$ cat src/rtl/mig_cmd_arbiter.sv
// Two-requester round-robin command arbiter in front of a MIG command port.
// Each requester owns a 2-deep command queue; one command issues at most every other cycle.
module mig_cmd_arbiter #(
  parameter int ADDR_WIDTH = 30
) (
  input  logic                  clk,
  input  logic                  resetb,
  input  logic                  enable,
  input  logic                  req0_cmd_en,
  input  logic [2:0]            req0_cmd_instr,
  input  logic [5:0]            req0_cmd_bl,
  input  logic [ADDR_WIDTH-1:0] req0_cmd_byte_addr,
  output logic                  req0_cmd_full,
  output logic                  req0_overflow,
  output logic [15:0]           req0_issued,
  input  logic                  req1_cmd_en,
  input  logic [2:0]            req1_cmd_instr,
  input  logic [5:0]            req1_cmd_bl,
  input  logic [ADDR_WIDTH-1:0] req1_cmd_byte_addr,
  output logic                  req1_cmd_full,
  output logic                  req1_overflow,
  output logic [15:0]           req1_issued,
  output logic                  mig_cmd_en,
  output logic [2:0]            mig_cmd_instr,
  output logic [5:0]            mig_cmd_bl,
  output logic [ADDR_WIDTH-1:0] mig_cmd_byte_addr,
  input  logic                  mig_cmd_full,
  output logic                  busy
);

  localparam int EW = 9 + ADDR_WIDTH;

  logic [EW-1:0] mem [2][2];
  logic [EW-1:0] push_data [2];
  logic [EW-1:0] head [2];
  logic [1:0]    cnt [2];
  logic [15:0]   issued_cnt [2];
  logic [1:0]    wr_ptr, rd_ptr;
  logic [1:0]    push_en, nonempty, full, accept, drop, pop, overflow;
  logic          issue, grant, last_grant;

  assign push_en      = {req1_cmd_en, req0_cmd_en};
  assign push_data[0] = {req0_cmd_instr, req0_cmd_bl, req0_cmd_byte_addr};
  assign push_data[1] = {req1_cmd_instr, req1_cmd_bl, req1_cmd_byte_addr};

  assign nonempty = {cnt[1] != 2'd0, cnt[0] != 2'd0};
  assign full     = {cnt[1] == 2'd2, cnt[0] == 2'd2};
  assign head[0]  = mem[0][rd_ptr[0]];
  assign head[1]  = mem[1][rd_ptr[1]];

  // Waiting out the cycle after an issue keeps mig_cmd_full's one-cycle lag harmless.
  assign issue = enable && !mig_cmd_full && !mig_cmd_en && (|nonempty);
  assign grant = (&nonempty) ? ~last_grant : nonempty[1];
  assign pop   = issue ? (grant ? 2'b10 : 2'b01) : 2'b00;

  // A full queue that is being popped this cycle can still take a push.
  assign accept = enable ? (push_en & (~full | pop)) : 2'b00;
  assign drop   = enable ? (push_en & full & ~pop)   : 2'b00;

  always_ff @(posedge clk) begin
    for (int i = 0; i < 2; i++) begin
      if (accept[i]) mem[i][wr_ptr[i]] <= push_data[i];
    end
  end

  always_ff @(posedge clk or negedge resetb) begin
    if (!resetb) begin
      wr_ptr   <= '0;
      rd_ptr   <= '0;
      overflow <= '0;
      for (int i = 0; i < 2; i++) begin
        cnt[i]        <= '0;
        issued_cnt[i] <= '0;
      end
    end else if (!enable) begin
      wr_ptr   <= '0;
      rd_ptr   <= '0;
      overflow <= '0;
      for (int i = 0; i < 2; i++) begin
        cnt[i]        <= '0;
        issued_cnt[i] <= '0;
      end
    end else begin
      wr_ptr   <= wr_ptr ^ accept;
      rd_ptr   <= rd_ptr ^ pop;
      overflow <= overflow | drop;
      for (int i = 0; i < 2; i++) begin
        cnt[i] <= cnt[i] + {1'b0, accept[i]} - {1'b0, pop[i]};
        if (pop[i]) issued_cnt[i] <= issued_cnt[i] + 16'd1;
      end
    end
  end

  always_ff @(posedge clk or negedge resetb) begin
    if (!resetb) begin
      mig_cmd_en        <= 1'b0;
      mig_cmd_instr     <= '0;
      mig_cmd_bl        <= '0;
      mig_cmd_byte_addr <= '0;
      last_grant        <= 1'b0;
    end else if (!enable) begin
      mig_cmd_en <= 1'b0;
      last_grant <= 1'b0;
    end else begin
      mig_cmd_en <= issue;
      if (issue) begin
        {mig_cmd_instr, mig_cmd_bl, mig_cmd_byte_addr} <= head[grant];
        last_grant <= grant;
      end
    end
  end

  assign req0_cmd_full = full[0];
  assign req1_cmd_full = full[1];
  assign req0_overflow = overflow[0];
  assign req1_overflow = overflow[1];
  assign req0_issued   = issued_cnt[0];
  assign req1_issued   = issued_cnt[1];
  assign busy          = (|nonempty) || mig_cmd_en;

endmodule

$ cat config.mk
export PLATFORM = sky130hd
export DESIGN_NAME = mig_cmd_arbiter
export DESIGN_NICKNAME = d
export VERILOG_FILES = /design/src/rtl/mig_cmd_arbiter.sv
export SDC_FILE = /design/constraint.sdc
export NUM_CORES = 1
export LEC_CHECK = 0
export CORE_MARGIN = 3
export CORE_UTILIZATION = 55
export DETAILED_ROUTE_END_ITERATION = 8
export HOLD_SLACK_MARGIN = 0.12
export PLACE_DENSITY_LB_ADDON = 0.08
export REMOVE_ABC_BUFFERS = 1
export SLEW_MARGIN = 25
export SYNTH_ARGS = -nofsm -noshare
export SYNTH_HDL_FRONTEND = slang
export SYNTH_SLANG_ARGS = --single-unit
$ cat constraint.sdc
create_clock -name clk -period 5.22 [get_ports clk]
set_input_delay 1.305 -clock clk [delete_from_list [all_inputs] [get_ports clk]]
set_output_delay 1.305 -clock clk [all_outputs]
set_load 0.005 [all_outputs]
Word-level counts from Yosys, hierarchy flattened --
Memories as Yosys holds them, arrays and structs flattened. Index checks and enable logic that the tools add are counted. W data, S select, Z words.
Storage, ports and cells: ROM bits 0, latch bits 0, RAM bits 156, input bits 84, word-level logic and storage cells 91, bits in registers 83, memories kept 1
Operators by class: bitwise logic cells 15, reductions and logical operators 13, add/sub/neg operators 6, divide/modulo/power cells 0, multiply operators 0, order comparisons 7, equal/unequal tests 5, mux-type cells 32, shift operators 0
Memory list:
- mem | depth 2, width 78, read ports 2, clocked after Yosys merged registers in 0, write ports 2, line 33 | logic [EW-1:0] mem [2][2];
Operators by type and width (count):
- $mux W39 | 11
- $mux W78 | 2
- $demux W39 S1 | 2
- $add A16 B1 Y16 const B | 2
- $mux W16 | 2
- $mux W32 | 1
- $mux W2 | 7
- $ge A2 B2 Y1 const B | 5
- $not A1 Y2 | 5
- $and A2 B2 Y2 | 3
- $mux W1 | 6
- $ne A2 B1 Y1 const B | 3
- $logic_and A1 B1 Y1 | 5
- $add A2 B1 Y2 | 2
- $eq A2 B2 Y1 const B | 2
- $lt A2 B1 Y1 const B | 2
- $mux W4 | 1
- $not A2 Y2 | 2
- $or A2 B2 Y2 | 2
- $reduce_and A2 Y1 | 2
- $reduce_bool A2 Y1 | 2
- $sub A2 B1 Y2 | 2
- $xor A2 B2 Y2 | 2
- $logic_not A1 Y1 | 2
- other kinds (3) | 3

Depth between registers and ports, before layout --
depth in word-level cells 11, mapped depth 10, gate-level depth less buffers 9

Worst setup path after synthesis --
Ideal clock, no wire load.
path kind input -> register, start input port mig_cmd_full, end memory mem[0][0] in the netlist's numbering (enable), data required time 4.820 ns, arrival 3.260 ns, buffers on the path 1, stages on the path 5, slack 1.560 ns, setup time 0.400 ns, path through or3b_1 > clkbuf_1 > o21ai_0 > nor2b_1 > ha_1
RTL lines:
- start, declared | line 27 | input logic mig_cmd_full,
- end, declared | line 33

==> summary.txt <==
Timing
  – Final Hold Vio Count: 0
  – Final hold slack: 502 ps
  – Setup TNS: 0 ps
  – F_max: 0.263 GHz
  – Worst Skew: 11.4 ps
  – Final min period: 3800 ps
  – Worst-Margin Slew: 1000 ps
  – Fin. max-slew vios: 0
  – Max-slew headroom: 33.1%
  – Period utilization: 72.8%
  – Setup Viol. Count Final: 0
  – RSZ-0062 raised after global routing: no

Worst setup path
  – Reg2reg end: mem[0][39]
  – Crit path kind: in -> reg
  – Startpoint Class: primary input
  – Worst path required time: 5420 ps
  – Worst path arrival time: 4000 ps
  – Worst reg2reg path startpoint: cnt[1]
  – Critical path fanouts, max: 27
  – Worst R2R Setup Slack: 1670 ps
  – CP endpoint kind: flop
  – Worst r2r path cells: 6

Clock tree
  – CTS Root Cell: clkbuf_16
  – Setup Fix Bufs, Post-CTS: 0
  – Post-cts sizing count: 0
  – Hold buffers post-CTS: 0
  – H-tree levels: 1
  – Reg clk slew, reported paths: 60 ps
  – TritonCTS clock tree: done
  – TritonCTS Buffers: 24
  – CTS max path bufs: 3
  – Skew-Pair Late Insertion Delay: 510 ps
  – Clock sinks: 239

Flow run
  – Max-cap violations: 0

GRT
  – GRT Max-Usage Layer: met2
  – Number of global-route vias before repair: 6243
  – Initial antenna violation count: 1
  – GRT overflow: 0
  – M3 GR Usage: 4.05%
  – First-pass GRT wire length: 33600 um
  – Gr usage total: 23.0%
  – M2 GR Usage: 38.9%
  – Largest net degree at the start of global routing: 45
  – M1 GR Usage: 31.0%

Die
  – Die extent in y: 138 um
  – Die Area: 0.0190 mm2
  – Die width: 138 um
  – FP Rows: 47
  – Placeable core area: 0.0168 mm2
  – Starting Density: 56.9%
  – I/O Pins: 161

Yosys
  – Main combinational cell family by area after synthesis: multiplexers
  – YS warnings: 0
  – Mapped Cells: 629
  – Mux share of post-synthesis cell area: 9.34%
  – Synth async-reset ratio: 34.7%
  – Synth Area in Compound Gates: 8.54%
  – Synth Area in Simple Gates: 6.74%
  – Synth Cell Area: 0.00954 mm2
  – Primary FF master, synth: edfxtp_1
  – Fraction of the yosys area taken by sequential cells: 70.9%
  – Cell variety after synth: 46
  – Syn_area_per_cell: 15.2 um2
  – Post-synth EDFFs: 156
  – Post-Synth Adder-Cell Area: 1.31%
  – FF+latch count, synth: 239
  – Synth Area in XOR/XNOR: 1.19%

Routing
  – DR WL/cell: 20.9 um
  – Starting DRT DRC Count: 402
  – DR pass1 iterations: 5
  – Avg Vias per Cell: 5.91
  – Final antenna-violating net count: 0
  – Routed WL: 21500 um
  – Residual DRC: 0
  – Routed vias: 6070

Worst hold path
  – Hold path depth: 1
  – Hold EP: mig_cmd_byte_addr[17]
  – Worst min-delay path startpoint: mig_cmd_byte_addr[17]
  – Worst Hold Class: reg -> reg

Finish
  – Non-Filler Instances: 1027
  – Fillers: 1059
  – Layout cell share with drive strength beyond 1: 7.68%
  – Synthesis-to-finish area growth: 28.1%
  – Diodes inserted: 0
  – Nets@finish: 883

Power
  – PD cells: 432 mW/mm2
  – Worst IR Drop VDD: 0.349 mV
  – Internal power: 3.96 mW
  – Clock power share: 33.3%
  – Comb power frac: 20.8%
  – Psw: 1.32 mW
  – Leak: 4.39 nW
  – Switching portion of total power: 25.0%
  – Reg power frac: 46.0%

Placement
  – HPWL Detailed: 13400 um
  – Dpl cells: 983
  – Routability cong.: 0.861
  – Buffers on Ports: 160

Status
  – Status: completed
## cell type report
class | instances | area [um2] | area share (%)
flip-flops and latches | 239 | 6770 | 55.4
multi-input cells | 342 | 2610 | 21.4
repair buffers | 171 | 1710 | 14.0
clock buffers | 31 | 648 | 5.30
well taps | 220 | 275 | 2.25
clock inverters | 13 | 160 | 1.31
inverters | 11 | 41.3 | 0.338
## per-layer routing
layer / vias to the layer above / share of wire [%]
li1: 2754 / -
met3: 34 / 7.5
met5: - / 0.061
met4: 2 / 1.8
met2: 242 / 50
met1: 3038 / 40
## cell usage after synthesis, types with 5 or more instances
master	number	area [um2]
edfxtp_1	156	4680
mux2i_1	89	891
dfrtp_1	83	2080
a22o_1	39	342
o22ai_1	39	244
nand2_1	28	105
clkbuf_1	26	97.6
nor2_1	17	63.8
a21oi_1	14	70.1
ha_1	10	125
inv_1	10	37.5
nand3_1	10	50.1
or4_1	10	75.1
xnor2_1	10	87.6
o21ai_0	9	45.0
o31ai_1	9	67.6
buf_1	8	30.0
nand4_1	7	43.8
and4_1	5	43.8
nand2b_1	5	31.3
nor4_1	5	31.3
## worst max-delay path, cell delays in order
cell	delay (ps)
clkdlybuf4s50_1	500
or3b_1	530
o21ai_0	360
nor2b_1	250
ha_2	680
buf_4	340
## power by group through the flow
stage | clock network, mW | logic [mW] | registers (mW)
2_1_floorplan | 0 | 0.462 | 2.46
3_3_place_gp | 0 | 1.06 | 2.45
3_5_place_dp | 0 | 1.10 | 2.46
4_1_cts | 1.79 | 1.11 | 2.43
5_1_grt | 1.86 | 1.18 | 2.45
6_report | 1.76 | 1.10 | 2.43
## sequential cells by signal, summed over array words and instances, names as in the netlist
register	cells
mem	156
mig_cmd_byte_addr	30
req0_issued	16
req1_issued	16
mig_cmd_bl	6
cnt	4
mig_cmd_instr	3
overflow	2
rd_ptr	2
wr_ptr	2
last_grant	1
mig_cmd_en	1
## cells in the final DEF, fill, tap and decap left out, drive strengths merged, types with 5 or more instances in the layout
cell             n
clkdlybuf4s50  159
edfxtp         156
mux2i           89
dfrtp           83
o22ai           39
a22o            39
clkbuf          31
nand2           28
nor2            18
a21oi           14
buf             12
nand3           11
inv             10
xnor2           10
or4             10
o21ai           10
ha              10
clkinv          10
o31ai            9
nand4            7
nand2b           5
and4             5
nor4             5
## logic make-up after synthesis
logic type,after synthesis
AOI/OAI and AO/OA,116
xor gates and xnor gates,13
adders and majority gates,10
buffers and inverters,48
DFF,239
muxes,89
and+or+nand+nor,114
## through the flow
stage | worst slack (ps) | power [mW] | utilization, % | cell area, um2
final | 1420 | 5.28 | 72.9 | 12200
after global routing | 1240 | 5.50 | 72.9 | 12200
after CTS | 1440 | 5.32 | 72.9 | 12200
after detailed placement | 912 | 3.55 | 68.1 | 11400
after global placement | 989 | 3.51 | 67.9 | 11400
after floorplan | 668 | 2.92 | - | 9390
## worst max path at each step
| stage | from | endpoint | slack, ps | depth (start not counted) |
|---|---|---|---|---|
| final | mig_cmd_full | mem[0][39] | 1420 | 6 |
| after global routing | mig_cmd_full | mem[0][39] | 1240 | 6 |
| after CTS | mig_cmd_full | mem[0][39] | 1440 | 6 |
| after detailed placement | mig_cmd_full | mem[0][71] | 910 | 6 |
| after global placement | mig_cmd_full | mem[0][71] | 990 | 6 |
| after floorplan | mig_cmd_full | mem[0][100] | 670 | 4 |
(Power assumes the default switching activity.)
